$ cat src/rtl/switch_stream_pkg.sv
// Shared types and helpers for the switch-port stream adapters.
package switch_stream_pkg;

  localparam int BUFFER_DEPTH = 2;

  typedef logic [1:0] occupancy_t;

  // The end-of-packet flag only means something when the word carries framing.
  function automatic logic word_is_last(input logic word_msb, input bit packet_mode);
    return packet_mode & word_msb;
  endfunction

endpackage

$ cat src/rtl/stream_two_entry_buffer.sv
// Two-entry register FIFO. The head entry drives the output directly, so the
// read data is always a flop output.
module stream_two_entry_buffer
  import switch_stream_pkg::*;
#(
  parameter int WIDTH = 16
) (
  input  logic             clock,
  input  logic             reset,
  input  logic             push,
  input  logic [WIDTH-1:0] push_data,
  input  logic             pop,
  output logic [WIDTH-1:0] head_data,
  output occupancy_t       occupancy
);

  logic [WIDTH-1:0] tail_data;

  // NOTE: the entries are reset (unlike a RAM) so the head reads 0 straight out of reset.
  always_ff @(posedge clock or posedge reset) begin
    if (reset) begin
      head_data <= '0;
      tail_data <= '0;
      occupancy <= '0;
    end else if (push && pop) begin
      // Occupancy is unchanged; the word either refills the head or queues behind it.
      if (occupancy == occupancy_t'(BUFFER_DEPTH)) begin
        head_data <= tail_data;
        tail_data <= push_data;
      end else begin
        head_data <= push_data;
        if (occupancy == '0) occupancy <= 2'd1;
      end
    end else if (push) begin
      if (occupancy == '0) begin
        head_data <= push_data;
        occupancy <= 2'd1;
      end else if (occupancy == 2'd1) begin
        tail_data <= push_data;
        occupancy <= 2'd2;
      end
    end else if (pop && occupancy != '0) begin
      head_data <= tail_data;
      occupancy <= occupancy - 2'd1;
    end
  end

endmodule

$ cat src/rtl/fifo_stream_reader.sv
// Drains a standard-mode synchronous FIFO (data one cycle after read enable)
// into a registered valid/ready stream at one word per cycle.
module fifo_stream_reader
  import switch_stream_pkg::*;
#(
  parameter int DATA_WIDTH  = 16,
  parameter int PACKET_MODE = 1,
  parameter int COUNT_WIDTH = 32
) (
  input  logic                              clock,
  input  logic                              reset,
  input  logic                              fifo_empty,
  output logic                              fifo_read_enable,
  input  logic [DATA_WIDTH-1:0]             fifo_read_data,
  input  logic                              fifo_read_data_valid,
  output logic [DATA_WIDTH-PACKET_MODE-1:0] stream_data,
  output logic                              stream_last,
  output logic                              stream_valid,
  input  logic                              stream_ready,
  output logic [COUNT_WIDTH-1:0]            packet_count,
  output logic                              protocol_error
);

  localparam int PAYLOAD_WIDTH = DATA_WIDTH - PACKET_MODE;

  logic                  in_flight;
  logic                  push;
  logic                  pop;
  logic [2:0]            pending;
  occupancy_t            occupancy;
  logic [DATA_WIDTH-1:0] head_word;

  assign pop  = stream_valid & stream_ready;
  assign push = fifo_read_data_valid & in_flight;

  // Count a word leaving this cycle as free space so a full pipe keeps issuing.
  assign pending          = 3'(occupancy) + 3'(in_flight) - 3'(pop);
  assign fifo_read_enable = !fifo_empty && (pending < 3'(BUFFER_DEPTH));

  stream_two_entry_buffer #(
    .WIDTH(DATA_WIDTH)
  ) u_buffer (
    .clock    (clock),
    .reset    (reset),
    .push     (push),
    .push_data(fifo_read_data),
    .pop      (pop),
    .head_data(head_word),
    .occupancy(occupancy)
  );

  assign stream_valid = (occupancy != '0);
  assign stream_data  = head_word[PAYLOAD_WIDTH-1:0];
  assign stream_last  = word_is_last(head_word[DATA_WIDTH-1], PACKET_MODE != 0);

  // NOTE: state registers use non-blocking assignments so every flop samples pre-edge values.
  always_ff @(posedge clock or posedge reset) begin
    if (reset) begin
      in_flight      <= 1'b0;
      protocol_error <= 1'b0;
      packet_count   <= '0;
    end else begin
      in_flight <= fifo_read_enable;
      if (fifo_read_data_valid && !in_flight) protocol_error <= 1'b1;
      if (pop && stream_last) packet_count <= packet_count + 1'b1;
    end
  end

endmodule

$ cat config.mk
export PLATFORM = sky130hd
export DESIGN_NAME = fifo_stream_reader
export DESIGN_NICKNAME = d
export VERILOG_FILES = /design/src/rtl/switch_stream_pkg.sv /design/src/rtl/stream_two_entry_buffer.sv /design/src/rtl/fifo_stream_reader.sv
export SDC_FILE = /design/constraint.sdc
export NUM_CORES = 1
export LEC_CHECK = 0
export CORE_MARGIN = 4
export CORE_UTILIZATION = 25
export CTS_CLUSTER_DIAMETER = 60
export CTS_CLUSTER_SIZE = 30
export DETAILED_ROUTE_END_ITERATION = 10
export PLACE_DENSITY = 0.48
export SYNTH_ARGS = -nofsm -noshare
export SYNTH_HDL_FRONTEND = slang
export SYNTH_HIERARCHICAL = 1
export SYNTH_SLANG_ARGS = --single-unit
export TNS_END_PERCENT = 10
$ cat constraint.sdc
create_clock -name clock -period 2.3 [get_ports clock]
set_input_delay 0.46 -clock clock [delete_from_list [all_inputs] [get_ports clock]]
set_output_delay 0.46 -clock clock [all_outputs]
set_load 0.03 [all_outputs]
Word level (Yosys, flattened, before mapping)
Cells that the tools add are included.
- register bits: 68
- bits of input ports: 21
- output and inout port bits: 51
- logic and storage cells: 53
- add/subtract/negate cells: 4
- $lt $le $gt $ge: 1
- equality and inequality tests: 8
- muxes and demuxes: 17
- bitwise logic cells: 2
- reduce and logical (&&, ||, !) cells: 15
- operator list (cell ; count):
    $mux W16 ; 10
    $add A32 B1 Y32 const B ; 1
    $mux W2 ; 7
    $reduce_and A4 Y1 ; 2
    $ne A2 B2 Y1 const B ; 3
    $ne A3 B3 Y1 const B ; 2
    $reduce_bool A2 Y1 ; 3
    $logic_and A1 B1 Y1 ; 5
    $add A2 B1 Y3 ; 1
    $lt A3 B2 Y1 const B ; 1
    $reduce_bool A3 Y1 ; 1
    $sub A3 B1 Y3 ; 1
    $and A1 B1 Y1 ; 2
    $eq A2 B1 Y1 const B ; 1
    $eq A2 B2 Y1 const B ; 1
    $logic_not A1 Y1 ; 2
    $logic_not A2 Y1 ; 1
    $ne A2 B1 Y1 const B ; 1
    $reduce_and A2 Y1 ; 1
    $sub A2 B1 Y2 const B ; 1

Depth between registers and ports, before layout
Gate-level depths: netlist of the first run.
- word-level depth: 6
- mapped depth: 9
- depth with buffers taken out: 7

Hierarchy
The synthesis of the first run kept the hierarchy.
- modules (own cells, without submodules) (module ; instances ; cells an instance ; area each (um^2) ; seq. area each (um^2)):
    stream_two_entry_buffer ; 1 ; 134 ; 1686.6 ; 850.8
    fifo_stream_reader ; 1 ; 140 ; 1576.5 ; 850.8

Worst setup path before layout of the first run
No wires, ideal clock.
- kind: reg-to-output
- start: reg u_buffer.occupancy[0]
- end: out fifo_read_enable
- arrival time: 2.445 ns
- data required time: 1.840 ns
- path slack: -0.605 ns
- stages on the path, launching flop included: 8
- path buffers: 0
- cells stage by stage: dfrtp_1 > or2_2 > nand2_1 > nor2_1 > o21ai_0 > fa_1 > xor2_1 > nor3b_1
- word-level cells in the longest chain between the ends: 5
- elaborated cells between the ends (all ways): 6
- classes of those cells: 2 x add/sub; 1 x order compare; 1 x bitwise; 2 x reduce/logical
- ends and longest elaborated chain (item ; line ; source):
    start, declared ; stream_two_entry_buffer.sv:14 ; output occupancy_t occupancy
    start signal, assigned ; stream_two_entry_buffer.sv:44 ; occupancy <= occupancy - 2'd1;
    $reduce_bool A2 Y1 ; fifo_stream_reader.sv:52 ; assign stream_valid = (occupancy != '0);
    net stream_valid ; fifo_stream_reader.sv:18 ; output logic stream_valid,
    $and A1 B1 Y1 ; fifo_stream_reader.sv:33 ; assign pop = stream_valid & stream_ready;
    $sub A3 B1 Y3 ; fifo_stream_reader.sv:37 ; assign pending = 3'(occupancy) + 3'(in_flight) - 3'(pop);
    $lt A3 B2 Y1 ; fifo_stream_reader.sv:38 ; assign fifo_read_enable = !fifo_empty && (pending < 3'(BUFFER_DEPTH));
    $logic_and A1 B1 Y1 ; fifo_stream_reader.sv:38 ;
    end, declared ; fifo_stream_reader.sv:13 ; output logic fifo_read_enable,
The timed path passes the listed nets, and every way through them passes these cells.

Worst setup path in the final report of the first run
- start: reg u_buffer.occupancy[0]
- end: out fifo_read_enable
- word-level cells in the longest chain between the ends: 5
- elaborated cells between the ends (all ways): 6
- classes of those cells: 2 x add/sub; 1 x order compare; 1 x bitwise; 2 x reduce/logical
- ends and longest elaborated chain (item ; line):
    branches (longest 2 deep; another with $add A2 B1 Y3) ; n/a
    $sub A3 B1 Y3 * ; fifo_stream_reader.sv:37
    $lt A3 B2 Y1 * ; fifo_stream_reader.sv:38
    $logic_and A1 B1 Y1 * ; fifo_stream_reader.sv:38
Every way passes the cells marked *.

==> summary.md, run 1 <==
| Metric | Value |
|---|---|
| Antenna viol nets, final | `0` |
| Top flip-flop cell by instance count after synthesis | `dfrtp_1` |
| First-pass GRT wire length | `12350 um` |
| Total number of clock tree sinks | `68` |
| Post-synth ARST share | `100.0%` |
| Highest achievable clock rate | `391.3 MHz` |
| Final setup viols | `1` |
| Violated checks | `setup timing` |
| Area of all sequential standard cells | `1704 um^2` |
| Yosys cell types | `48` |
| Relative slew slack | `69.45%` |
| Worst r2r src | `u_buffer/occupancy[0]` |
| Avg Cell Area, Syn | `11.91 um^2` |
| Classification of the worst-slack hold path | `reg -> reg` |
| Slew of the pin with the lowest slew margin | `0.4583 ns` |
| Area grow syn2layout | `42.94%` |
| Cell count after synthesis | `274` |
| Synthesized-area fraction occupied by and/or/nand/nor cells | `13.27%` |
| Hold violation total from the final report | `0` |
| Total Routed Length | `7183 um` |
| Terminating pin of the worst hold path | `protocol_error` |
| Vias in the first global route | `2404` |
| Leak pwr | `1.991 nW` |
| H-tree depth | `3` |
| Compound-gate portion of the synthesized area | `6.135%` |
| RR Endpoint | `in_flight` |
| Summed instance area of the synthesized netlist | `3263 um^2` |
| Net count, final | `396` |
| Clock tree from TritonCTS | `done` |
| Initial antenna violation count | `0` |
| Worst hold path depth | `1` |
| Most common cell after layout, fill and taps aside | `clkdlybuf4s50_1` |
| Port Buffer Count | `71` |
| DRC viols | `0` |
| Number of filler instances in the final layout | `1316` |
| Peak supply drop | `0.0004908 V` |
| Clock-pin slew on the worst setup and hold paths | `0.06 ns` |
| Total overflow reported by the global router | `0` |
| Library cell used as clock root buffer | `clkbuf_16` |
| Number of DRC markers in iteration 0 | `101` |
| Via Count | `2315` |
| Met3 track demand over resource in global routing | `4.332%` |
| Number of core rows | `41` |
| Full die area | `14940 um^2` |
| Synthesized Nets | `301` |
| Total chip power | `0.004935 W` |
| Placer congestion estimate | `0.7522` |
| Share of synthesized area occupied by flip-flops and latches | `52.15%` |
| Largest family of logic cells by synthesized area | `simple AND/OR/NAND/NOR gates` |
| Xor-xnor portion of the synthesized cell area | `8.589%` |
| Final worst path period share | `111.1%` |
| Worst clock skew | `0.003552 ns` |
| Number of diodes | `0` |
| Hold wc startpoint | `protocol_error` |
| Core region area | `12720 um^2` |
| Pwr Density | `1058 nW/um^2` |
| Maximum number of pins on one net before global-route repair | `35` |
| Depth of the worst register-to-register path | `9` |
| Top-level I/O count | `72` |
| Required time reported for the critical path endpoint | `1.84 ns` |
| Max capacitance violation total | `0` |
| CP Data Arrival Time | `2.10 ns` |
| Wire length per cell | `13.16 um` |
| Dpl hpwl | `5038 um` |
| Die Ht | `122.2 um` |
| Unrepaired setup endpoints after global routing | `yes` |
| Multi-input combinational cell area | `1473 um^2` |
| Share of synthesized area spent on multiplexers | `13.19%` |
| Top library cells by usage in the layout, fill and taps aside | `69 x clkdlybuf4s50_1, 66 x dfrtp_1, 28 x nand2_1` |
| Total routing usage reported by global routing | `10.60%` |
| Status | `complete, but fails checks` |
| CP Launch Type | `flip-flop` |
| Synthesized-area fraction occupied by adder cells | `2.531%` |
| Number of synthesized register bits | `68` |
| Flop-to-flop setup slack | `0.33 ns` |
| Number of buffers inserted during clock tree synthesis | `9` |
| Time the final worst path needs with I/O delays and setup | `2.555 ns` |
| Met2 Track Usage GR | `17.00%` |
| Worst Setup End Kind | `primary output` |
| Post-layout worst setup margin | `-0.2554 ns` |
| Global routing's busiest layer | `met2` |
| Fraction of met1 tracks used by global routing | `12.94%` |
| Clock insertion delay at the later pin of the skew report | `0.33 ns` |
| Vias per std cell | `4.240` |
| Proportion of layout cells with a drive suffix above 1 | `21.39%` |
| Count of synthesis-stage warnings from yosys | `6` |
| Die Width | `122.2 um` |
| Final number of max-transition violations | `0` |
| Crit Path Max Fanout | `2` |
| Number of search-and-repair iterations in the first detailed-routing pass | `4` |
| WS Path Type | `reg -> out` |
| Count of flip-flops with a built-in enable after synthesis | `0` |
| Initial standard-cell utilization of the core | `25.65%` |
| Clock buffer depth | `2` |
| Worst hold slack across all endpoints | `0.4690 ns` |
-- cells in the mapped netlist, drive strengths merged, types with 2 or more instances --
cell / instances / share of area, %
a21boi: 2 / 0.58
and2: 3 / 0.65
and3: 4 / 0.77
buf: 10 / 2.8
dfrtp: 68 / 52
ha: 5 / 1.9
inv: 10 / 1.2
mux2: 18 / 7.4
mux2i: 19 / 5.8
nand2: 29 / 3.3
nand3: 11 / 1.7
nand4: 8 / 1.5
nor2: 10 / 1.5
nor2b: 3 / 0.58
nor3: 3 / 0.61
nor3b: 2 / 0.81
nor4: 2 / 0.38
o21ai: 19 / 3.3
or2: 2 / 0.46
xnor2: 26 / 7.0
xor2: 6 / 1.6
-- worst max-delay path, stage by stage (launching register included) --
cell and delay, ns:
dfrtp_2 0.40, or2_4 0.26, nand2_4 0.07, nor2_4 0.04, buf_6 0.11, fa_2 0.34, xor2_2 0.16, nor3b_4 0.22
buf_6 0.16
-- flip-flops by register name, indices dropped and copies added, names as in the netlist --
name and flops:
packet_count 32, u_buffer/head_data 16, u_buffer/tail_data 16, u_buffer/occupancy 2
in_flight 1, protocol_error 1
-- what timing repair did --
item	in CTS	in global routing
buffers inserted	3	1
resized for setup	3	0
hold buffers	0	0
setup endpoints to repair	1	1
pin swaps	5	2
-- how the worst max path moves through the flow --
stage | to | depth (start not counted) | start | slack, ns
floorplan | fifo_read_enable | 7 | u_buffer/occupancy[0] | 0.002
global route | fifo_read_enable | 8 | u_buffer/occupancy[0] | -0.34
global placement | fifo_read_enable | 8 | stream_ready | -0.32
CTS | fifo_read_enable | 8 | u_buffer/occupancy[0] | -0.27
finish | fifo_read_enable | 8 | u_buffer/occupancy[0] | -0.26
detailed placement | fifo_read_enable | 8 | stream_ready | -0.36
-- where the power goes --
part	switching (W)	total, W	internal (W)
registers	0.000181	0.00167	0.00149
clock network	0.000500	0.00139	0.000890
logic	0.000949	0.00187	0.000925
total	0.00163	0.00494	0.00331
-- metrics by stage --
step / cell area [um^2] / util, % / setup slack [ns] / TNS, ns / cells
finish: 4664 / 36.66 / -0.2554 / -0.2554 / 546
floorplan: 3308 / - / 0.001918 / 0 / 274
CTS: 4657 / 36.61 / -0.2706 / -0.2706 / 545
global route: 4664 / 36.66 / -0.3352 / -0.3352 / 546
global placement: 4325 / 34.00 / -0.3249 / -0.9558 / 526
detailed placement: 4325 / 34.00 / -0.3634 / -1.495 / 526
-- cells by family (layout without fill, tap and decap cells) --
family	Yosys count	count (layout)
fa+ha+maj	6	6
simple gates	81	81
buf+inv	21	121
mux	37	37
flops	68	68
compound gates	29	29
xor+xnor	32	32
-- layer usage --
| metal | vias up | share of wire, % |
|---|---|---|
| met5 | - | 0 |
| met4 | 0 | 1.4 |
| met3 | 10 | 7.8 |
| met2 | 60 | 47 |
| met1 | 1118 | 44 |
| li1 | 1127 | - |
-- final cells by class --
cell class,count,share of cell area [%]
Inverter,10,0.8047
Clock inverter,5,1.073
Tap cell,172,4.614
Timing Repair Buffer,95,19.98
Clock buffer,11,5.418
Multi-Input combinational cell,185,31.57
Sequential cell,68,36.53
(Power assumes the default switching activity.)
==> inputs of run 2 (changes only) <==
- CORE_UTILIZATION: 25 -> 50
- PLACE_DENSITY: 0.48 -> 0.82
- SETUP_SLACK_MARGIN: unset -> 0.3
==> run 2 against run 1 <==
Net effect:
- the flow still finishes with violations (setup timing)
- critical path depth unchanged
- sequential share of layout area up 1.7 points
- clock power down 29%
- routed wire length down 7.2%
- worst setup slack worse by 0.017 ns
- via count up 0.99%
- first-iteration DRC count down 22%
- die area down 47%
- critical path type unchanged
- critical endpoint unchanged
- largest cell class unchanged
- largest power group unchanged
==> summary.md, run 2 (synthesized netlist as in run 1, its figures left out) <==
| Metric | Value |
|---|---|
| Status | `complete, but fails checks` |
| Violated checks | `setup timing` |
| Crit Path Max Fanout | `2` |
| Core region area | `6350 um^2` |
| Flop-to-flop setup slack | `0.42 ns` |
| Pwr Density | `1016 nW/um^2` |
| Final number of max-transition violations | `0` |
| Final setup viols | `1` |
| Peak supply drop | `0.0005360 V` |
| Final worst path period share | `111.8%` |
| Max capacitance violation total | `0` |
| H-tree depth | `3` |
| First-pass GRT wire length | `10980 um` |
| Initial antenna violation count | `0` |
| Clock tree from TritonCTS | `done` |
| Summed area of non-filler cells in the final layout | `4453 um^2` |
| Area of all sequential standard cells | `1704 um^2` |
| DRC viols | `0` |
| Full die area | `7883 um^2` |
| Die Width | `88.79 um` |
| Via Count | `2338` |
| Classification of the worst-slack hold path | `reg -> reg` |
| Relative slew slack | `71.35%` |
| Clock insertion delay at the later pin of the skew report | `0.34 ns` |
| Number of DRC markers in iteration 0 | `79` |
| Worst hold slack across all endpoints | `0.4719 ns` |
| Final non-filler cell total | `449` |
| Total Routed Length | `6664 um` |
| Number of buffers inserted during clock tree synthesis | `9` |
| Placer congestion estimate | `0.7618` |
| Slew of the pin with the lowest slew margin | `0.4298 ns` |
| Dpl cell area | `4199 um^2` |
| Library cell used as clock root buffer | `clkbuf_8` |
| Wire length per cell | `14.84 um` |
| Share of the core filled with cells | `70.13%` |
| Port Buffer Count | `71` |
| Unrepaired setup endpoints after global routing | `yes` |
| Top library cells by usage in the layout, fill and taps aside | `66 x dfrtp_1, 63 x clkdlybuf4s50_1, 28 x nand2_1` |
| Number of flip-flops in the largest register | `32` |
| CP Data Arrival Time | `2.11 ns` |
| Dpl hpwl | `4682 um` |
| Maximum number of pins on one net before global-route repair | `35` |
| Hold violation total from the final report | `0` |
| Clock buffer depth | `2` |
| Total number of clock tree sinks | `68` |
| Time the final worst path needs with I/O delays and setup | `2.572 ns` |
| Area grow syn2layout | `36.46%` |
| Required time reported for the critical path endpoint | `1.84 ns` |
| Proportion of layout cells with a drive suffix above 1 | `21.51%` |
| Vias per std cell | `5.207` |
| Clock-pin slew on the worst setup and hold paths | `0.07 ns` |
| Number of core rows | `29` |
| Post-layout worst setup margin | `-0.2723 ns` |
| Net count, final | `394` |
| CP Launch Type | `flip-flop` |
| Die Ht | `88.79 um` |
| WS Path Type | `reg -> out` |
| Total routing usage reported by global routing | `18.06%` |
| Register with the most flip-flops | `packet_count` |
| Worst Setup End Kind | `primary output` |
| Multi-input combinational cell area | `1483 um^2` |
| Antenna viol nets, final | `0` |
| Number of search-and-repair iterations in the first detailed-routing pass | `4` |
| Top Registers | `packet_count: 32 flops, u_buffer/head_data: 16 flops, u_buffer/tail_data: 16 flops` |
| Leak pwr | `2.020 nW` |
| Number of diodes | `0` |
| Highest achievable clock rate | `388.8 MHz` |
| Top-level I/O count | `72` |
| Number of filler instances in the final layout | `451` |
| Placed cells | `430` |
| Vias in the first global route | `2351` |
| Worst clock skew | `0.006512 ns` |
| Total overflow reported by the global router | `0` |
| Initial standard-cell utilization of the core | `51.39%` |
| Most common cell after layout, fill and taps aside | `dfrtp_1` |
[run 2: cell count changes in the layout (fill, tap and decap cells not counted), moves of 2 or more]
cell	change
clkinvlp_4	+2
clkbuf_8	+8
clkdlybuf4s50_1	-6
buf_4	-2
dlymetal6s2s_1	+5
clkinv_2	-2
clkbuf_16	-9
[run 2: repair_timing]
item / in CTS / in global routing
gates resized for setup: 4 / 8
pin swaps: 4 / 3
endpoints found under the setup margin: 8 / 6
endpoints found under the hold margin: 0 / 0
buffers inserted: 3 / 0
hold buffers: 0 / 0
[run 2: routing by layer]
metal  global-route usage [%]  vias to the layer above  part of all wire [%]
met4                    7.830                        0                   1.2
li1                         -                     1122                     -
met5                        0                        -                     0
met1                    24.03                     1141                    46
met3                    3.724                        8                   5.2
met2                    28.61                       67                    48
[run 2: layout make-up]
type | instances | share of cell area [%]
Multi-Input combinational cell | 185 | 33.30
Clock inverter | 6 | 1.433
Timing Repair Buffer | 93 | 20.90
Inverter | 10 | 0.8429
Sequential cell | 68 | 38.27
Clock buffer | 10 | 3.091
Tap cell | 77 | 2.164
[run 2: worst max-delay path, cell delays in order (launching register included)]
cell and delay, ns:
dfrtp_2 0.40, or2_4 0.26, nand2_4 0.07, nor2_4 0.04, buf_4 0.13, o21ai_4 0.12, fa_2 0.45, nor3b_4 0.17
buf_6 0.14
[run 2: final timing paths]
check,startpoint,to,cells after the start
setup / recovery,u_buffer/occupancy[1],fifo_read_enable,8
max in group asynchronous,reset,u_buffer/occupancy[0],3
setup reg to reg,u_buffer/occupancy[1],u_buffer/tail_data[10],7
min in group asynchronous,reset,packet_count[30],3
hold reg to reg,protocol_error,protocol_error,1
hold / removal,protocol_error,protocol_error,1
[run 2: per-stage QoR]
step	setup TNS (ns)	power (W)	setup WS [ns]
6_report	-0.2723	0.004525	-0.2723
5_1_grt	-0.3598	0.004792	-0.3598
4_1_cts	-0.2885	0.004552	-0.2885
3_5_place_dp	-1.236	0.003508	-0.3699
3_3_place_gp	-0.6634	0.003438	-0.3156
2_1_floorplan	0	0.002892	0.003276
[run 2: report_power, final]
group	switching [W]	internal, W	leakage (nW)	total (W)
Combinational	0.000937	0.000914	1.03	0.00185
Sequential	0.000196	0.00149	0.889	0.00168
Clock	0.000462	0.000528	0.0983	0.000990
Total	0.00160	0.00293	2.02	0.00453
